--- src/rtl/bcd_pkg.sv ---
// Shared types and constants for the digit-serial BCD adder/subtractor.
package bcd_pkg;

  typedef enum logic [1:0] {
    ST_IDLE,
    ST_RUN,
    ST_DONE
  } state_t;

  localparam int             BCD_W     = 4;
  localparam logic [3:0]     BCD_MAX   = 4'd9;
  localparam logic [4:0]     BCD_RADIX = 5'd10;

  // Number of bits needed to address DIGITS digit slots, never less than one.
  function automatic int idx_width(input int digits);
    return (digits > 1) ? $clog2(digits) : 1;
  endfunction

endpackage

--- src/rtl/bcd_digit_adder.sv ---
// One-digit BCD add/subtract cell: optional nine's complement of b, then >9 correction.
module bcd_digit_adder
  import bcd_pkg::*;
(
  input  logic [BCD_W-1:0] a,
  input  logic [BCD_W-1:0] b,
  input  logic             cin,
  input  logic             sub,
  output logic [BCD_W-1:0] digit,
  output logic             cout
);

  logic [BCD_W-1:0] b_eff;
  logic [BCD_W:0]   raw_sum;
  logic [BCD_W:0]   corrected;

  always_comb begin
    b_eff     = sub ? (BCD_MAX - b) : b;
    raw_sum   = {1'b0, a} + {1'b0, b_eff} + {{BCD_W{1'b0}}, cin};
    corrected = raw_sum - BCD_RADIX;
    if (raw_sum > {1'b0, BCD_MAX}) begin
      digit = corrected[BCD_W-1:0];
      cout  = 1'b1;
    end else begin
      digit = raw_sum[BCD_W-1:0];
      cout  = 1'b0;
    end
  end

endmodule

--- src/rtl/bcd_serial_adder.sv ---
// Digit-serial packed-BCD adder/subtractor, one digit per clock LSB first,
// with start/done handshake and invalid-digit detection.
module bcd_serial_adder
  import bcd_pkg::*;
#(
  parameter int DIGITS = 4
) (
  input  logic                  i_clk,
  input  logic                  i_reset,
  input  logic                  i_start,
  input  logic                  i_sub,
  input  logic [4*DIGITS-1:0]   i_a,
  input  logic [4*DIGITS-1:0]   i_b,
  output logic [4*DIGITS-1:0]   o_sum,
  output logic                  o_carry,
  output logic                  o_invalid,
  output logic                  o_ready,
  output logic                  o_done
);

  localparam int IDX_W = idx_width(DIGITS);
  localparam logic [IDX_W-1:0] LAST_IDX = IDX_W'(DIGITS - 1);

  state_t                          state;
  logic [DIGITS-1:0][BCD_W-1:0]    a_q;
  logic [DIGITS-1:0][BCD_W-1:0]    b_q;
  logic [DIGITS-1:0][BCD_W-1:0]    res_q;
  logic [DIGITS-1:0][BCD_W-1:0]    res_next;
  logic                            sub_q;
  logic                            carry_q;
  logic [IDX_W-1:0]                idx_q;
  logic [BCD_W-1:0]                digit;
  logic                            cout;

  function automatic logic has_invalid(input logic [4*DIGITS-1:0] a,
                                       input logic [4*DIGITS-1:0] b);
    logic bad;
    bad = 1'b0;
    for (int i = 0; i < DIGITS; i++) begin
      if (a[i*BCD_W +: BCD_W] > BCD_MAX) bad = 1'b1;
      if (b[i*BCD_W +: BCD_W] > BCD_MAX) bad = 1'b1;
    end
    return bad;
  endfunction

  bcd_digit_adder u_digit (
    .a     (a_q[idx_q]),
    .b     (b_q[idx_q]),
    .cin   (carry_q),
    .sub   (sub_q),
    .digit (digit),
    .cout  (cout)
  );

  // Full result including the digit being produced this cycle, so the
  // final edge can publish o_sum without an extra cycle.
  always_comb begin
    res_next        = res_q;
    res_next[idx_q] = digit;
  end

  assign o_ready = (state == ST_IDLE);

  always_ff @(posedge i_clk) begin
    if (i_reset) begin
      state     <= ST_IDLE;
      a_q       <= '0;
      b_q       <= '0;
      res_q     <= '0;
      sub_q     <= 1'b0;
      carry_q   <= 1'b0;
      idx_q     <= '0;
      o_sum     <= '0;
      o_carry   <= 1'b0;
      o_invalid <= 1'b0;
      o_done    <= 1'b0;
    end else begin
      o_done <= 1'b0;
      case (state)
        ST_IDLE: begin
          if (i_start) begin
            a_q       <= i_a;
            b_q       <= i_b;
            sub_q     <= i_sub;
            carry_q   <= i_sub;
            idx_q     <= '0;
            res_q     <= '0;
            o_sum     <= '0;
            o_carry   <= 1'b0;
            o_invalid <= has_invalid(i_a, i_b);
            state     <= ST_RUN;
          end
        end
        ST_RUN: begin
          res_q   <= res_next;
          carry_q <= cout;
          if (idx_q == LAST_IDX) begin
            o_sum   <= o_invalid ? '0 : res_next;
            o_carry <= o_invalid ? 1'b0 : cout;
            o_done  <= 1'b1;
            state   <= ST_DONE;
          end else begin
            idx_q <= idx_q + 1'b1;
          end
        end
        ST_DONE: begin
          state <= ST_IDLE;
        end
        default: begin
          state <= ST_IDLE;
        end
      endcase
    end
  end

endmodule
--- config.mk ---
export PLATFORM = sky130hd
export DESIGN_NAME = bcd_serial_adder
export DESIGN_NICKNAME = d
export VERILOG_FILES = /design/src/rtl/bcd_pkg.sv /design/src/rtl/bcd_digit_adder.sv /design/src/rtl/bcd_serial_adder.sv
export SDC_FILE = /design/constraint.sdc
export NUM_CORES = 1
export LEC_CHECK = 0
export CORE_MARGIN = 4
export CORE_UTILIZATION = 50
export DETAILED_ROUTE_END_ITERATION = 6
export HOLD_SLACK_MARGIN = 0.15
export PLACE_DENSITY = 0.77
export SLEW_MARGIN = 5
export SYNTH_ARGS = -nofsm -noshare
export SYNTH_HDL_FRONTEND = slang
export SYNTH_SLANG_ARGS = --single-unit
--- constraint.sdc ---
create_clock -name i_clk -period 7.65 [get_ports i_clk]
set_input_delay 1.53 -clock i_clk [delete_from_list [all_inputs] [get_ports i_clk]]
set_output_delay 1.53 -clock i_clk [all_outputs]
set_load 0.01 [all_outputs]
==> key figures <==
Clock tree
  – Number of buffers created by CTS: 9
  – Setup Buffers After CTS: 0
  – CTS H-tree depth: 3
  – CTS clk-pin slew, worst paths: approximately 0.070 ns
  – Clock tree from TritonCTS: done
  – CTS Root Buffer Type: clkbuf_8
  – # resized after CTS: 0
  – Buffer depth of the longest clock path: 2
  – Post-cts hold buffer count: 0
  – Clock net sink count: 70
  – Worst skew pair latency: 0.35 ns

Die
  – Die Width: ~90 um
  – Chip Height: between 80 and 90 um
  – Initial core utilization: 52.5%
  – Core Rows: 28
  – Area of the die: approximately 7700 um^2
  – # IOs: 56
  – Area inside the core boundary: 6030 um^2

Setup path
  – Req. time, crit path: 7.89 ns
  – Maximum net fanout on the critical path: 13
  – Setup CP Type: flip-flop to flip-flop
  – Startpoint types: flip-flop
  – Arrival @ worst endpoint: 4.30 ns
  – Worst-case reg-to-reg path depth: 12
  – Kind of end point of the critical path: flip-flop

STA
  – Unrepaired setup endpoints after global routing: no
  – Slew HR: 18.0%
  – Worst hold slack: 0.446 ns
  – Time the worst path needs with I/O delays and setup: ~4 ns
  – Final Cycle Share: ~53%
  – Final Setup Violations: 0
  – Least-Margin Pin Slew: 1.23 ns
  – Number of pins exceeding their max-slew limit in the final report: 0
  – Highest clock frequency the design can meet: 246 MHz
  – Final Skew: a little over 0.009 ns
  – Hold violation count in the final report: 0
  – Summed negative setup slack over all endpoints: 0 ns

Hold path
  – Min-Delay Path Class: flip-flop to flip-flop
  – Number of instances on the worst hold path: 2

Place
  – Total placed instance area: 3710 um^2
  – RD Place Congestion: 0.835
  – Port buffer count: 55
  – Post-DP HPWL: 5050 um

Global route
  – Antenna violations before repair: 0
  – Global-route wire length before repair: between 10000 and 15000 um
  – Maximum number of pins on one net before global-route repair: 61
  – Via count of the first global-routing pass: 2528
  – Global-route congestion overflow total: 0
  – All-Layer GR Usage: 20.0%

Routing
  – Number of DRC violations after detailed-routing iteration 0: 146
  – DRC violation count after routing: 0
  – Post-route ant nets: 0
  – Routed wire length: 7090 um
  – Vias post-DR: 2664
  – Number of iterations in the first detailed-routing pass: 5
  – Routed wirelength normalized by instance count: 14.6 um
  – Vias per inst: 5.49

Power and ir drop
  – Proportion of power drawn by combinational gates: 18.3%
  – Leak Pwr: 1.44 nW
  – Internal Power: 0.640 mW
  – Net Switching: 0.234 mW
  – Clock power frac: 36.8%
  – Peak supply drop: 142 uV
  – Sequential group share of total power: 44.9%
  – Ratio of total power to cell area: 222 nW/um^2
  – Switching Fraction: a little over a quarter

Synthesis
  – Most frequently used flop master after synthesis: dfxtp_1
  – YS warnings: 0
  – Mapped Cells: 364
  – Seq/Total Area, Yosys: 44.3%
  – Synth Register Bits: 70
  – Net count after synthesis: 411
  – Avg Cell Area, Syn: 8.70 um^2
  – Asr flop ratio synth: 0%
  – Number of enable flip-flop cells after synthesis: 0
  – Cell variety after synth: roughly 40
  – Cell area after technology mapping: between 3000 and 4000 um^2

Status
  – Status: finished, final reports clean

Final layout
  – Commonest non-fill, non-tap cell in the layout: nand2_1
  – Finished Cell Area: 3930 um^2
  – Ratio of cells with drive above 1 in the final layout: 8.78%
  – Commonest cells after routing, fill and taps aside: nand2_1 (87), dfxtp_1 (70), clkdlybuf4s50_1 (54)
  – Antenna Diode Count: 0
  – Layout net count: 452
  – Area growth from synthesis to layout: 24.2%

Flow run
  – Number of maximum-capacitance constraint violations: 0
routing by layer:
| metal | track usage (%) | share of wire [%] |
|---|---|---|
| met1 | 26.2 | 45 |
| met2 | 31.1 | 47 |
| met3 | 4.14 | 6.0 |
| met4 | 10.6 | 2.0 |
| met5 | 0 | 0 |
path summary, 6_finish.rpt:
path	startpoint	to	slack, ns
max	idx_q[0]	o_sum[5]	3.59
min	o_sum[10]	o_sum[10]	0.45
max reg2reg	idx_q[0]	o_sum[5]	3.59
min reg2reg	o_sum[10]	o_sum[10]	0.45
Yosys cell counts, drive strengths merged, types with 3 or more instances:
library cell | n | area [um^2]
a221o | 3 | 30.0
nand2 | 87 | 327
mux2i | 9 | 103
nor3b | 4 | 41.3
buf | 6 | 27.5
a21oi | 45 | 225
clkbuf | 20 | 75.1
inv | 9 | 33.8
o21ai | 19 | 95.1
o211ai | 4 | 30.0
ha | 9 | 113
dfxtp | 70 | 1400
a32oi | 9 | 78.8
nor2 | 25 | 93.8
or2 | 3 | 18.8
mux4 | 8 | 180
nor3 | 7 | 35.0
xnor2 | 4 | 50.1
and2 | 4 | 27.5
registers in the layout (all words and copies together), names as in the netlist:
signal,cells
o_carry,1
sub_q,1
idx_q,2
carry_q,1
res_q,13
a_q,16
o_done,1
state,2
o_invalid,1
b_q,16
o_sum,16
through the flow:
step	setup slack (ns)	cells	total power, mW	utilization [%]
floorplan	3.68	364	0.513	-
global placement	3.68	469	0.556	61.6
detailed placement	3.57	469	0.560	61.6
CTS	3.58	485	0.880	65.2
global route	3.36	485	0.913	65.2
finish	3.59	485	0.874	65.2
critical path: stages, from the launching register on:
cell and delay (ns):
dfxtp_1 0.77, mux4_2 0.60, xnor2_1 0.21, fa_1 0.22, inv_1 0.05, fa_1 0.61, inv_1 0.07, ha_1 0.20
and2_0 0.17, o41a_4 0.40, xnor2_2 0.17, and2_4 0.19, a221o_1 0.28
power by group through the flow:
stage          registers (mW)  clock network [mW]  logic (mW)
3_5_place_dp            0.400                   0       0.160
3_3_place_gp            0.400                   0       0.156
2_1_floorplan           0.394                   0       0.118
4_1_cts                 0.392               0.328       0.160
6_report                0.392               0.322       0.160
5_1_grt                 0.394               0.342       0.176
area by class of cell:
| type | count | area, um^2 |
|---|---|---|
| Timing Repair Buffer | 56 | 553 |
| Clock buffer | 14 | 183 |
| Tap cell | 75 | 93.8 |
| Multi-Input combinational cell | 259 | 1630 |
| Sequential cell | 70 | 1400 |
| Fill cell | 493 | 2100 |
| Inverter | 9 | 33.8 |
| Clock inverter | 2 | 37.5 |
cell families after synthesis:
logic type / synth area share, %
AND/OR/NAND/NOR: 18.7
AO/OA/AOI/OAI: 17.4
flip-flops: 44.3
buffers and inverters: 4.31
multiplexers: 8.93
adder cells (fa/ha/maj): 4.82
XOR/XNOR: 1.58
(Power assumes the default switching activity.)
